`src/rtl/uart_rx_fifo_if.sv`:
```
// Byte stream and consumer handshake between the UART receiver, the RX FIFO
// and the command logic that drains it.
interface uart_rx_fifo_if #(
  parameter int unsigned ADDR_W = 4
);
  logic              rx_done;
  logic [7:0]        rx_data;
  logic              rd_en;
  logic              clear_ovf;
  logic [7:0]        dout;
  logic              empty;
  logic              full;
  logic [ADDR_W:0]   count;
  logic              overflow;

  // Producer/consumer side: drives strobes, observes data and status
  modport master (
    output rx_done, rx_data, rd_en, clear_ovf,
    input  dout, empty, full, count, overflow
  );

  // FIFO side
  modport slave (
    input  rx_done, rx_data, rd_en, clear_ovf,
    output dout, empty, full, count, overflow
  );
endinterface

```
`src/rtl/uart_rx_fifo.sv`:
```
// Receive byte FIFO behind the UART receiver. Captures one byte per rising
// edge of rx_done into a circular buffer, tracks fill level and a sticky
// overflow flag. Define UART_RX_FIFO_FWFT_EN for first-word-fall-through
// read data; otherwise dout is registered and valid the cycle after rd_en.
module uart_rx_fifo #(
  parameter int unsigned DEPTH  = 16,
  parameter int unsigned ADDR_W = 4
) (
  input  logic           clk,
  input  logic           reset,
  uart_rx_fifo_if.slave  bus
);

  localparam logic [ADDR_W:0] FullCount = (ADDR_W + 1)'(DEPTH);

  logic              rx_done_q, rx_done_d;
  logic [ADDR_W-1:0] wr_ptr_q, wr_ptr_d;
  logic [ADDR_W-1:0] rd_ptr_q, rd_ptr_d;
  logic [ADDR_W:0]   count_q, count_d;
  logic              overflow_q, overflow_d;
  logic [7:0]        mem_q [DEPTH];

  logic wr_strobe;
  logic is_empty;
  logic is_full;
  logic rd_acc;
  logic wr_acc;
  logic drop;

  // Accept decisions; a read on a full FIFO frees the slot the write needs
  always_comb begin
    is_empty  = (count_q == '0);
    is_full   = (count_q == FullCount);
    wr_strobe = bus.rx_done & ~rx_done_q;
    rd_acc    = bus.rd_en & ~is_empty;
    wr_acc    = wr_strobe & (~is_full | rd_acc);
    drop      = wr_strobe & is_full & ~rd_acc;
  end

  // Next-state for pointers, level, edge detector and overflow
  always_comb begin
    rx_done_d  = bus.rx_done;
    wr_ptr_d   = wr_ptr_q;
    rd_ptr_d   = rd_ptr_q;
    count_d    = count_q;
    overflow_d = overflow_q;
    if (wr_acc) begin
      wr_ptr_d = wr_ptr_q + ADDR_W'(1);
    end
    if (rd_acc) begin
      rd_ptr_d = rd_ptr_q + ADDR_W'(1);
    end
    if (wr_acc && !rd_acc) begin
      count_d = count_q + (ADDR_W + 1)'(1);
    end else if (rd_acc && !wr_acc) begin
      count_d = count_q - (ADDR_W + 1)'(1);
    end
    // Set takes priority over clear
    if (bus.clear_ovf) begin
      overflow_d = 1'b0;
    end
    if (drop) begin
      overflow_d = 1'b1;
    end
  end

  // Control state with synchronous active-low reset
  always_ff @(posedge clk) begin
    if (!reset) begin
      rx_done_q  <= 1'b0;
      wr_ptr_q   <= '0;
      rd_ptr_q   <= '0;
      count_q    <= '0;
      overflow_q <= 1'b0;
    end else begin
      rx_done_q  <= rx_done_d;
      wr_ptr_q   <= wr_ptr_d;
      rd_ptr_q   <= rd_ptr_d;
      count_q    <= count_d;
      overflow_q <= overflow_d;
    end
  end

  // Storage array; contents are not reset
  always_ff @(posedge clk) begin
    if (reset && wr_acc) begin
      mem_q[wr_ptr_q] <= bus.rx_data;
    end
  end

`ifdef UART_RX_FIFO_FWFT_EN
  // Head of queue shown directly; zero while nothing is stored
  always_comb begin
    bus.dout = is_empty ? 8'h00 : mem_q[rd_ptr_q];
  end
`else
  logic [7:0] dout_q, dout_d;

  // Registered read data, held between accepted reads
  always_comb begin
    dout_d = dout_q;
    if (rd_acc) begin
      dout_d = mem_q[rd_ptr_q];
    end
  end

  // Read data register
  always_ff @(posedge clk) begin
    if (!reset) begin
      dout_q <= 8'h00;
    end else begin
      dout_q <= dout_d;
    end
  end

  // Drive read data output
  always_comb begin
    bus.dout = dout_q;
  end
`endif

  // Status outputs, all from registered state
  always_comb begin
    bus.empty    = is_empty;
    bus.full     = is_full;
    bus.count    = count_q;
    bus.overflow = overflow_q;
  end

endmodule

```
`src/flat_wrapper.sv`:
```
// flat-port wrapper written by rule: the top's interface ports become plain ports
module uart_rx_fifo_flat 
#(
  parameter int unsigned DEPTH  = 16,
  parameter int unsigned ADDR_W = 4
)
  (clk, reset, bus_rx_done, bus_rx_data, bus_rd_en, bus_clear_ovf, bus_dout, bus_empty, bus_full, bus_count, bus_overflow);
  uart_rx_fifo_if #(.ADDR_W(ADDR_W)) bus_i ();
  input  logic clk;
  input  logic reset;
  input wire logic [$bits(bus_i.rx_done)-1:0] bus_rx_done;
  input wire logic [$bits(bus_i.rx_data)-1:0] bus_rx_data;
  input wire logic [$bits(bus_i.rd_en)-1:0] bus_rd_en;
  input wire logic [$bits(bus_i.clear_ovf)-1:0] bus_clear_ovf;
  output wire logic [$bits(bus_i.dout)-1:0] bus_dout;
  output wire logic [$bits(bus_i.empty)-1:0] bus_empty;
  output wire logic [$bits(bus_i.full)-1:0] bus_full;
  output wire logic [$bits(bus_i.count)-1:0] bus_count;
  output wire logic [$bits(bus_i.overflow)-1:0] bus_overflow;
  assign bus_i.rx_done = bus_rx_done;
  assign bus_i.rx_data = bus_rx_data;
  assign bus_i.rd_en = bus_rd_en;
  assign bus_i.clear_ovf = bus_clear_ovf;
  assign bus_dout = bus_i.dout;
  assign bus_empty = bus_i.empty;
  assign bus_full = bus_i.full;
  assign bus_count = bus_i.count;
  assign bus_overflow = bus_i.overflow;
  uart_rx_fifo #(.DEPTH(DEPTH), .ADDR_W(ADDR_W)) u_core (.clk(clk), .reset(reset), .bus(bus_i));
endmodule
```
`config.mk`:
```
export PLATFORM = sky130hd
export DESIGN_NAME = uart_rx_fifo_flat
export DESIGN_NICKNAME = d
export VERILOG_FILES = /design/src/rtl/uart_rx_fifo_if.sv /design/src/rtl/uart_rx_fifo.sv /design/src/flat_wrapper.sv
export SDC_FILE = /design/constraint.sdc
export NUM_CORES = 1
export LEC_CHECK = 0
export CORE_ASPECT_RATIO = 1.4
export CORE_UTILIZATION = 59
export CTS_BUF_LIST = sky130_fd_sc_hd__clkbuf_16
export DETAILED_ROUTE_END_ITERATION = 6
export PLACE_DENSITY = 0.78
export SLEW_MARGIN = 10
export SYNTH_ARGS = -nofsm -noshare
export SYNTH_HDL_FRONTEND = slang
export SYNTH_SLANG_ARGS = --single-unit
export TNS_END_PERCENT = 5
```
`constraint.sdc`:
```
create_clock -name clk -period 3.1 [get_ports clk]
set_clock_uncertainty 0.15 [all_clocks]
set_input_delay 0.465 -clock clk [delete_from_list [all_inputs] [get_ports clk]]
set_output_delay 0.465 -clock clk [all_outputs]
set_load 0.005 [all_outputs]
```
### Word level (Yosys, flattened, before mapping)

Memories as Yosys holds them, arrays and structs flattened. A register that Yosys moved wholly into a read port is not among the register bits.
Cells that the tools add are included.
Widths: inputs -> output; s select.

* memories: 1
* register bits: 15
* bits of input ports: 13
* bits in writable memories: 128
* output and inout port bits: 16

Memory list
* u_core.mem_q: words 16, width 8, read ports 1, clocked after Yosys merged registers in 1, write ports 1, line uart_rx_fifo.sv:21 `logic [7:0] mem_q [DEPTH];`

* add/sub/neg operators: 4
* reductions and logical operators: 9
* equal/unequal tests: 1
* multiplexer cells: 6
* bitwise operators: 10

Operators with widths (number)
* $mux 5: 2
* $add 4x1->4 const B: 2
* $add 5x1->5 const B: 1
* $and 1x1->1: 5
* $eq 5x5->1 const B: 1
* $logic_not 5->1: 1
* $sub 5x1->5 const B: 1
* $mux 1: 4
* $not 1->1: 4
* $reduce_bool 2->1: 2
* $logic_and 1x1->1: 3
* $logic_not 1->1: 3
* $or 1x1->1: 1

### Depth between registers and ports, before layout

Gate-level depths: netlist (run 1).

* depth in word-level cells: 9
* mapped depth: 11

### Worst setup path after synthesis (run 1)

No wires, ideal clock.

* path kind: register to register
* start: reg u_core.count_q[0] (netlist: u_core.bus.count[0])
* end: reg u_core.count_q[4] (netlist: u_core.bus.count[4])
* clock period less this slack: 2.849 ns
* setup time: 0.072 ns
* data arrival time: 2.627 ns
* slack: 0.251 ns
* path buffers: 1
* stages on the path, launching flop included: 12
* cell sequence: dfxtp_1 -> or4_1 -> buf_2 -> o21ai_4 -> inv_2 -> ha_1 -> inv_1 -> ha_1 -> a21o_1 -> a21oi_1 -> mux2i_1 -> mux2i_1

* word-level cells in the longest chain between the ends: 8
* elaborated cells between the ends (all ways): 16
* those cells by class: add/sub (2); eq/ne (1); mux (2); bitwise (5); reduce/logical (6)

Ends and longest elaborated chain
* start, declared: line uart_rx_fifo.sv:19 `logic [ADDR_W:0] count_q, count_d;`
* start signal, assigned: line uart_rx_fifo.sv:79 `count_q <= count_d;`
* $logic_not 5->1: line uart_rx_fifo.sv:32 `is_empty = (count_q == '0);`
* $not 1->1: line uart_rx_fifo.sv:35 `rd_acc = bus.rd_en & ~is_empty;`
* $and 1x1->1: line uart_rx_fifo.sv:35
* $or 1x1->1: line uart_rx_fifo.sv:36 `wr_acc = wr_strobe & (~is_full | rd_acc);`
* $and 1x1->1: line uart_rx_fifo.sv:36
* $logic_not 1->1: line uart_rx_fifo.sv:55 `end else if (rd_acc && !wr_acc) begin`
* $logic_and 1x1->1: line uart_rx_fifo.sv:55
* $reduce_bool 2->1 (no source line)

Parallel ways exist; a longest one is shown, timed or not. The select of a mux whose other input is x is not followed.
A chain may end at the register's enable or synchronous reset.

### Worst setup path in the final report (run 1)

* start: reg u_core.count_q[1] (netlist: u_core.bus.count[1])
* end: reg u_core.count_q[4] (netlist: u_core.bus.count[4])

The elaborated chain is that of the path after synthesis.

==> run summary, run 1 <==
The average vias per placed instance came out at between 6 and 7. The maximum clock path buffer count is 2. The data arrival at the endpoint of the critical path came out at 3090 ps. STA classifies the critical path startpoint as a register.

The leakage power is 2.35 nW. The proportion of layout cells with a drive suffix above 1 is ~17%. During synthesis, Yosys emitted a total of 0 warnings. The synthesis-stage register bit count came out at 151. After layout, the worst path uses a little over nine tenths of the clock period. After global routing the overflow that remains totals 0.

During I/O placement, the number of pins put on the boundary was 29. The final number of max-transition violations is 0. The global-route met3 utilization is 5.85%. The total global-route track usage came out at 25.4%. The buffers inserted during post-CTS setup optimization is 0. The final critical-path setup slack came out at 197 ps. The half-perimeter wire length after detailed placement is between 7 and 8 mm.

The die outline area is roughly 11000 um2. The path class of the tightest hold or removal check is register to register. In this run the tool buffered the top-level ports with 28 buffer cells. The maximum number of pins on one net before global-route repair came out at 51. In this run the standard cell core region covers about 9900 um2. The area share of the largest cell type after synthesis is 63.9%.

The gate count after technology mapping came out at between 300 and 400. The via total after detailed routing is roughly 3400. STA classifies the critical path endpoint as a register.

The TritonCTS buffer count came out at 17. The count of clock tree sinks came out at approximately 150. The post-synthesis async set-or-reset flop share is 0%.

The sequential share of the synthesized area came out at 71.5%. The number of antenna-violating nets in the routed design is 0. By startpoint and endpoint, the worst setup path is classified as register to register. The global-route wire length before repair is around 19 mm.

The final antenna diode count is 0. The total wirelength of the detailed-routed design is roughly 13 mm. The most used flip-flop cell after synthesis is sky130_fd_sc_hd__edfxtp_1. The post-detailed-route DRC marker count is 0. The later pin in the worst-skew pair is clocked with a latency of ~410 ps. The register area is approximately 4300 um2. Counting every net in the synthesized netlist gives 390. The die is roughly 120 um tall. The number of search-and-repair iterations in the first detailed-routing pass came out at 5. The die is roughly 87 um wide.

Setup repair after global routing left no endpoint under its margin. The total of hold buffers inserted after clock tree synthesis came out at 0. The post-synthesis cell type with the largest combined area is sky130_fd_sc_hd__edfxtp_1. The net count of the finished layout came out at between 400 and 500. Counting distinct cell types in the post-synthesis netlist gives 40.

The highest net fanout along the worst path is 6. The met2 usage came out at around two fifths. The worst slew margin relative to its limit is about two fifths. The tool flagged a number of max-cap violations equal to 0. The minimum clock period came out at 2900 ps. The post-synthesis average cell area came out at between 15 and 20 um2. The starting density of the core is between 60% and 70%. The transition at the pin with the smallest max-transition slack came out at 916 ps. The utilization after layout came out at between 70 and 80%. The total power per unit cell area is 785 nW/um2. After synthesis the cells add up to between 6000 and 7000 um2. The minimum hold slack is around 330 ps. Sorting the synthesized cells by how often they occur yields sky130_fd_sc_hd__edfxtp_1, sky130_fd_sc_hd__mux2i_1, sky130_fd_sc_hd__nor2_1. The number of hold-slack violations in the final timing report is 0. The area taken by multi-input logic gates is between 1500 and 2000 um2.

Compared with the post-synthesis result, the final layout area differs by 19.3%. Derived from the worst setup path, the maximum achievable clock frequency is about 0.34 GHz. The clock-pin slew of the registers on the worst-case setup and hold paths is 60 ps. The number of antenna violations at the first check in global routing came out at 0. The DRC violation total after the first TritonRoute iteration came out at 305. TritonCTS built the clock tree. The average wire per standard cell came out at approximately 22 um. Fill cells in the final layout number ~630. The critical path required time came out at 3290 ps. The dominant cell by count in the synthesized netlist is sky130_fd_sc_hd__edfxtp_1. Routability-driven placement finished with a final weighted congestion of 0.883.

The clock root buffer is sky130_fd_sc_hd__clkbuf_16. The number of resized instances in the post-cts repair step is 0. VDD sags by at most slightly below 500 uV. The number of synthesized flops with an enable pin came out at 128. The initialized floorplan defines 43 standard-cell rows. In this run the number of H-tree levels came out at 4. In the post-synthesis netlist, the biggest area contributors are sky130_fd_sc_hd__edfxtp_1, sky130_fd_sc_hd__dfxtp_1, sky130_fd_sc_hd__mux2i_1.

The worst setup slack before clock tree synthesis is -45.2 ps. The number of global-route vias before repair came out at 3503. The met1 global-route usage is 32.0%. The flow ran to the end, and the final reports show no timing, DRC or antenna violations. The final-report setup violation count came out at 0. The layer flagged by global routing as most heavily used is met2.
## final timing paths
| check | slack (ps) | from | to | depth (start not counted) |
|---|---|---|---|---|
| worst max-delay path | 200 | u_core.bus.count[1] | u_core.bus.count[4] | 10 |
| worst min-delay path | 330 | u_core.bus.overflow | u_core.bus.overflow | 2 |
| worst max register to register | 200 | u_core.bus.count[1] | u_core.bus.count[4] | 10 |
| worst min register to register | 330 | u_core.bus.overflow | u_core.bus.overflow | 2 |
## per-layer routing
layer,up-vias,wire [um]
li1,1529,-
met1,1761,5150
met2,131,6470
met3,26,593
met4,0,321
met5,-,0
## flip-flops by register name, indices dropped and copies added, names as in the netlist
signal               flops
u_core.bus.count         5
u_core.wr_ptr_q          4
u_core.rx_done_q         1
u_core.bus.overflow      1
u_core.rd_ptr_q          4
u_core.bus.dout          8
u_core.mem_q           128
## power breakdown
part / internal (mW) / switching, mW / total, mW
Combinational: 0.541 / 0.566 / 1.11
Clock: 1.40 / 0.748 / 2.15
Sequential: 2.30 / 0.0779 / 2.38
Total: 4.24 / 1.39 / 5.64
## cells by family after synthesis
| group | share of synthesized area, % |
|---|---|
| and+or+nand+nor | 5.36 |
| muxes | 12.0 |
| buffers and inverters | 1.81 |
| AOI/OAI and AO/OA | 5.97 |
| xor gates and xnor gates | 1.16 |
| DFF | 71.5 |
| adders and majority gates | 2.20 |
## layout by cell type, fill, tap and decap left out, drive strengths merged
cell | Yosys | layout
edfxtp | 128 | 128
mux2i | 36 | 36
nor2 | 30 | 30
clkdlybuf4s50 | 0 | 28
dfxtp | 23 | 23
buf | 10 | 21
clkbuf | 7 | 17
mux4 | 16 | 16
o22ai | 16 | 16
a21oi | 14 | 14
o21ai | 10 | 10
inv | 7 | 10
ha | 9 | 9
a22oi | 8 | 8
nor3 | 8 | 8
nand2 | 7 | 7
clkinv | 0 | 6
nand3 | 5 | 5
xor2 | 5 | 5
bufinv | 0 | 5
nand3b | 3 | 3
or3 | 3 | 3
nor2b | 3 | 3
xnor2 | 3 | 3
o211ai | 3 | 3
a21o | 2 | 2
nor4 | 1 | 1
a21boi | 1 | 1
or4 | 1 | 1
or2b | 1 | 1
and2b | 1 | 1
or3b | 1 | 1
o31ai | 1 | 1
and3 | 1 | 1
and2 | 1 | 1
nand2b | 1 | 1
fa | 1 | 1
clkinvlp | 0 | 1
## critical path, cell delays in order (launching register included)
cell and delay, ps:
sky130_fd_sc_hd__dfxtp_1 370, sky130_fd_sc_hd__or4_1 610, sky130_fd_sc_hd__o21ai_4 200, sky130_fd_sc_hd__inv_2 50
sky130_fd_sc_hd__ha_1 200, sky130_fd_sc_hd__inv_1 160, sky130_fd_sc_hd__ha_1 300, sky130_fd_sc_hd__a21o_1 190
sky130_fd_sc_hd__a21oi_1 170, sky130_fd_sc_hd__mux2i_1 230, sky130_fd_sc_hd__mux2i_1 200
## through the flow
| stage | total power [mW] | instance area [um2] | setup TNS, ps | cells |
|---|---|---|---|---|
| floorplan | 3.09 | 6020 | 0 | 367 |
| global route | 5.84 | 7180 | 0 | 566 |
| detailed placement | 3.51 | 6560 | -45.2 | 534 |
| CTS | 5.65 | 7180 | 0 | 566 |
| global placement | 3.49 | 6560 | 0 | 534 |
| finish | 5.64 | 7180 | 0 | 566 |
## final cells by class
cell class	count	area share [%]
Sequential cell	151	60.0
Multi-Input combinational cell	192	22.4
Timing Repair Buffer	49	6.28
Clock buffer	17	5.93
Clock inverter	15	2.72
Tap cell	135	2.35
Inverter	7	0.366
Note: power is estimated with default switching activity, not from simulation.
==> run 2: changes to the inputs <==
--- a/config.mk
+++ b/config.mk
@@ -8,6 +8,7 @@
 export CORE_ASPECT_RATIO = 1.4
 export CORE_UTILIZATION = 59
 export CTS_BUF_LIST = sky130_fd_sc_hd__clkbuf_16
+export CTS_CLUSTER_DIAMETER = 200
 export DETAILED_ROUTE_END_ITERATION = 6
 export PLACE_DENSITY = 0.78
 export SLEW_MARGIN = 10
==> results of run 2 <==
No change in the layout: final DEF, timing and power equal those of run 1.
==> run 3: changes to the inputs <==
--- a/config.mk
+++ b/config.mk
@@ -6,11 +6,11 @@
 export NUM_CORES = 1
 export LEC_CHECK = 0
 export CORE_ASPECT_RATIO = 1.4
-export CORE_UTILIZATION = 59
-export CTS_BUF_LIST = sky130_fd_sc_hd__clkbuf_16
+export CORE_UTILIZATION = 60
+export CTS_BUF_LIST = sky130_fd_sc_hd__clkbuf_8
 export CTS_CLUSTER_DIAMETER = 200
 export DETAILED_ROUTE_END_ITERATION = 6
-export PLACE_DENSITY = 0.78
+export PLACE_DENSITY = 0.79
 export SLEW_MARGIN = 10
 export SYNTH_ARGS = -nofsm -noshare
 export SYNTH_HDL_FRONTEND = slang
==> run 3 against run 2 <==
Routed wire length fell by 2.8%. Combinational power barely moved. Non-clock buffer count fell by 2. Hold slack got worse by 7.1 ps. Largest cell class unchanged. Highest routed layer unchanged.
==> run summary, run 3 (synthesis gave the netlist of run 1 again) <==
The run finished with clean final reports. The worst setup path is of the register to output pin kind. The area of the core is 9620 um2 (-2.9%). The highest net fanout along the worst path is 6 (unchanged). The count of clock tree sinks was 151 (unchanged). The starting density of the core came to 62.6% (+1.8 points).

The total of hold buffers inserted after clock tree synthesis came out at 0 (unchanged). The number of flip-flops under the largest register name is 128 (unchanged). The number of global-route vias before repair is 3493 (-0.29%). The average vias per placed instance is 5.99 (-1.6%). Relative to the synthesized area, the layout overhead comes to 14.7%. The number of search-and-repair iterations in the first detailed-routing pass came out at 5 (unchanged).

The total wirelength of the detailed-routed design is 12.2 mm (-2.8%). The maximum single-stage delay on the critical path was 650 ps (+40 ps). The count of maximum capacitance violations came out at 0 (unchanged). The minimum clock period came out at 2900 ps (-1.52 ps). The leakage power came out at 2.21 nW (-5.9%). The maximum clock path buffer count is 2 (unchanged). The final number of max-transition violations is 0 (unchanged). The transition at the pin with the smallest max-transition slack came out at 867 ps (-49.2 ps). The total power per unit cell area is 696 nW/um2 (-11%). The class of the most critical hold timing path is register to register. The register containing the most flip-flops in the final layout is u_core.mem_q.

The peak supply drop came to 372 uV (-25%). Among all stages on the critical path, the largest delay is contributed by sky130_fd_sc_hd__or4_1. The final period utilization came to 93.6% (about the same). The total global-route track usage is 25.7% (+0.36 points). The global-route wire length before repair is 18.6 mm (-1.3%). The critical path required time is 2480 ps (-810 ps). The buffers inserted during post-CTS setup optimization is 0 (unchanged).

Setup repair after global routing left no endpoint under its margin. The final antenna diode count is 0 (unchanged). The via total after detailed routing came out at 3361 (-2.5%). The post-detailed-route DRC marker count is 0 (unchanged).

The data arrival at the endpoint of the critical path came out at 2290 ps (-800 ps). The overall die height came to 121 um (-0.82%). The number of core rows is 42 (-2.3%). The number of antenna violations at the first check in global routing came out at 0 (unchanged). The utilization after layout is 71.8% (-0.74 points). The net count of the finished layout came out at 439 (-0.45%). The maximum number of pins on one net before global-route repair is 28 (-45%). The setup TNS is 0 ps (unchanged). In the layout the commonest cells are sky130_fd_sc_hd__edfxtp_1, sky130_fd_sc_hd__mux2i_1, sky130_fd_sc_hd__nor2_1.

The worst setup path is captured at an output pin. The flop-to-flop setup slack came out at 230 ps (+30 ps). The half-perimeter wire length after detailed placement came out at 8.51 mm (+11%). The overall overflow remaining after global route came out at 0 (unchanged). The final-report setup violation count is 0 (unchanged). The die outline area came out at 10400 um2 (-1.6%).

The critical path startpoint category is a register. The met2 usage is 45.3% (+3.3 points). The library cell used most frequently in the layout, excluding fill and tap cells, is sky130_fd_sc_hd__edfxtp_1. The TritonCTS buffer count is 17 (unchanged). The worst slew margin relative to its limit was 42.0% (+3.3 points). The number of top-level design ports came to 29 (unchanged). The proportion of layout cells with a drive suffix above 1 is 17.2% (+0.54 points).

The number of buffer cells added on primary ports was 28 (unchanged). The number of resized instances in the post-cts repair step came out at 0 (unchanged). The DRC violation total after the first TritonRoute iteration is 301 (-1.3%). The horizontal extent of the die is 86.6 um (-0.82%). In this run the most used layer during global routing was met2. The clock-pin slew of the registers on the worst-case setup and hold paths is 80 ps (+20 ps). The met1 global-route usage came out at 29.0% (-3.0 points). The average wire per standard cell was 21.7 um (-2.0%). The number of hold-slack violations in the final timing report came out at 0 (unchanged).

The depth of the CTS H-tree came out at 4 (unchanged). The number of antenna-violating nets in the routed design is 0 (unchanged). The maximum clock frequency is 0.345 GHz (about the same). In this run the clock root is driven by a sky130_fd_sc_hd__clkbuf_8.

The global-route met3 utilization came out at 6.14% (+0.29 points). The last weighted congestion value of the routability-driven placer came out at 0.763 (-14%). Walking the worst path, the cells encountered are or4_1 -> buf_4 -> nor2_1 -> clkdlybuf4s50_1. The worst-skew pair later-pin latency was 440 ps (+30 ps). TritonCTS built the clock tree.
-- run 3: cell types whose count changed in the layout (fill, tap and decap cells not counted), sizes merged --
cell,before,now
bufinv,5,1
inv,10,9
buf,21,19
clkinvlp,1,3
clkinv,6,9
-- run 3: layout make-up --
cell class                 count  area [um2]
multi-input combinational    192        1610
fill                         633        2720
timing repair buffer          47         448
tap                          132         165
clock inverter                15         116
clock buffer                  17         234
sequential                   151        4310
inverter                       7        26.3
-- run 3: stage by stage --
stage	worst slack (ps)	instances	hold WS [ps]	power, mW	instance area [um2]
6_report	199	561	325	4.80	6900
5_1_grt	83.2	561	335	4.99	6900
4_1_cts	167	561	324	4.82	6900
3_5_place_dp	29.3	529	314	3.53	6550
3_3_place_gp	115	529	312	3.50	6550
2_1_floorplan	251	367	316	3.09	6020
-- run 3: path summary, 6_finish.rpt --
check / startpoint / end / cells after the start
worst max-delay path: u_core.bus.count[0] / bus_empty / 4
worst min-delay path: u_core.bus.overflow / u_core.bus.overflow / 2
worst max register to register: u_core.bus.count[0] / u_core.bus.count[4] / 11
worst min register to register: u_core.bus.overflow / u_core.bus.overflow / 2
-- run 3: where the power goes --
| part | leakage (nW) | switching (mW) | internal, mW |
|---|---|---|---|
| sequential | 1.34 | 0.115 | 2.30 |
| clock | 0.183 | 0.697 | 0.620 |
| combinational | 0.683 | 0.521 | 0.555 |
| total | 2.21 | 1.33 | 3.47 |
-- run 3: critical path, delay by kind of cell (launching register included) --
family,cells,cell delay (ps)
buffers and inverters,2,710
DFF,1,390
and+or+nand+nor,2,740
-- run 3: routing by layer --
layer  up-vias  wire length, um
met4         0              396
met1      1670             4600
met2       144             6480
met3        25              706
li1       1522                -
met5         -                0
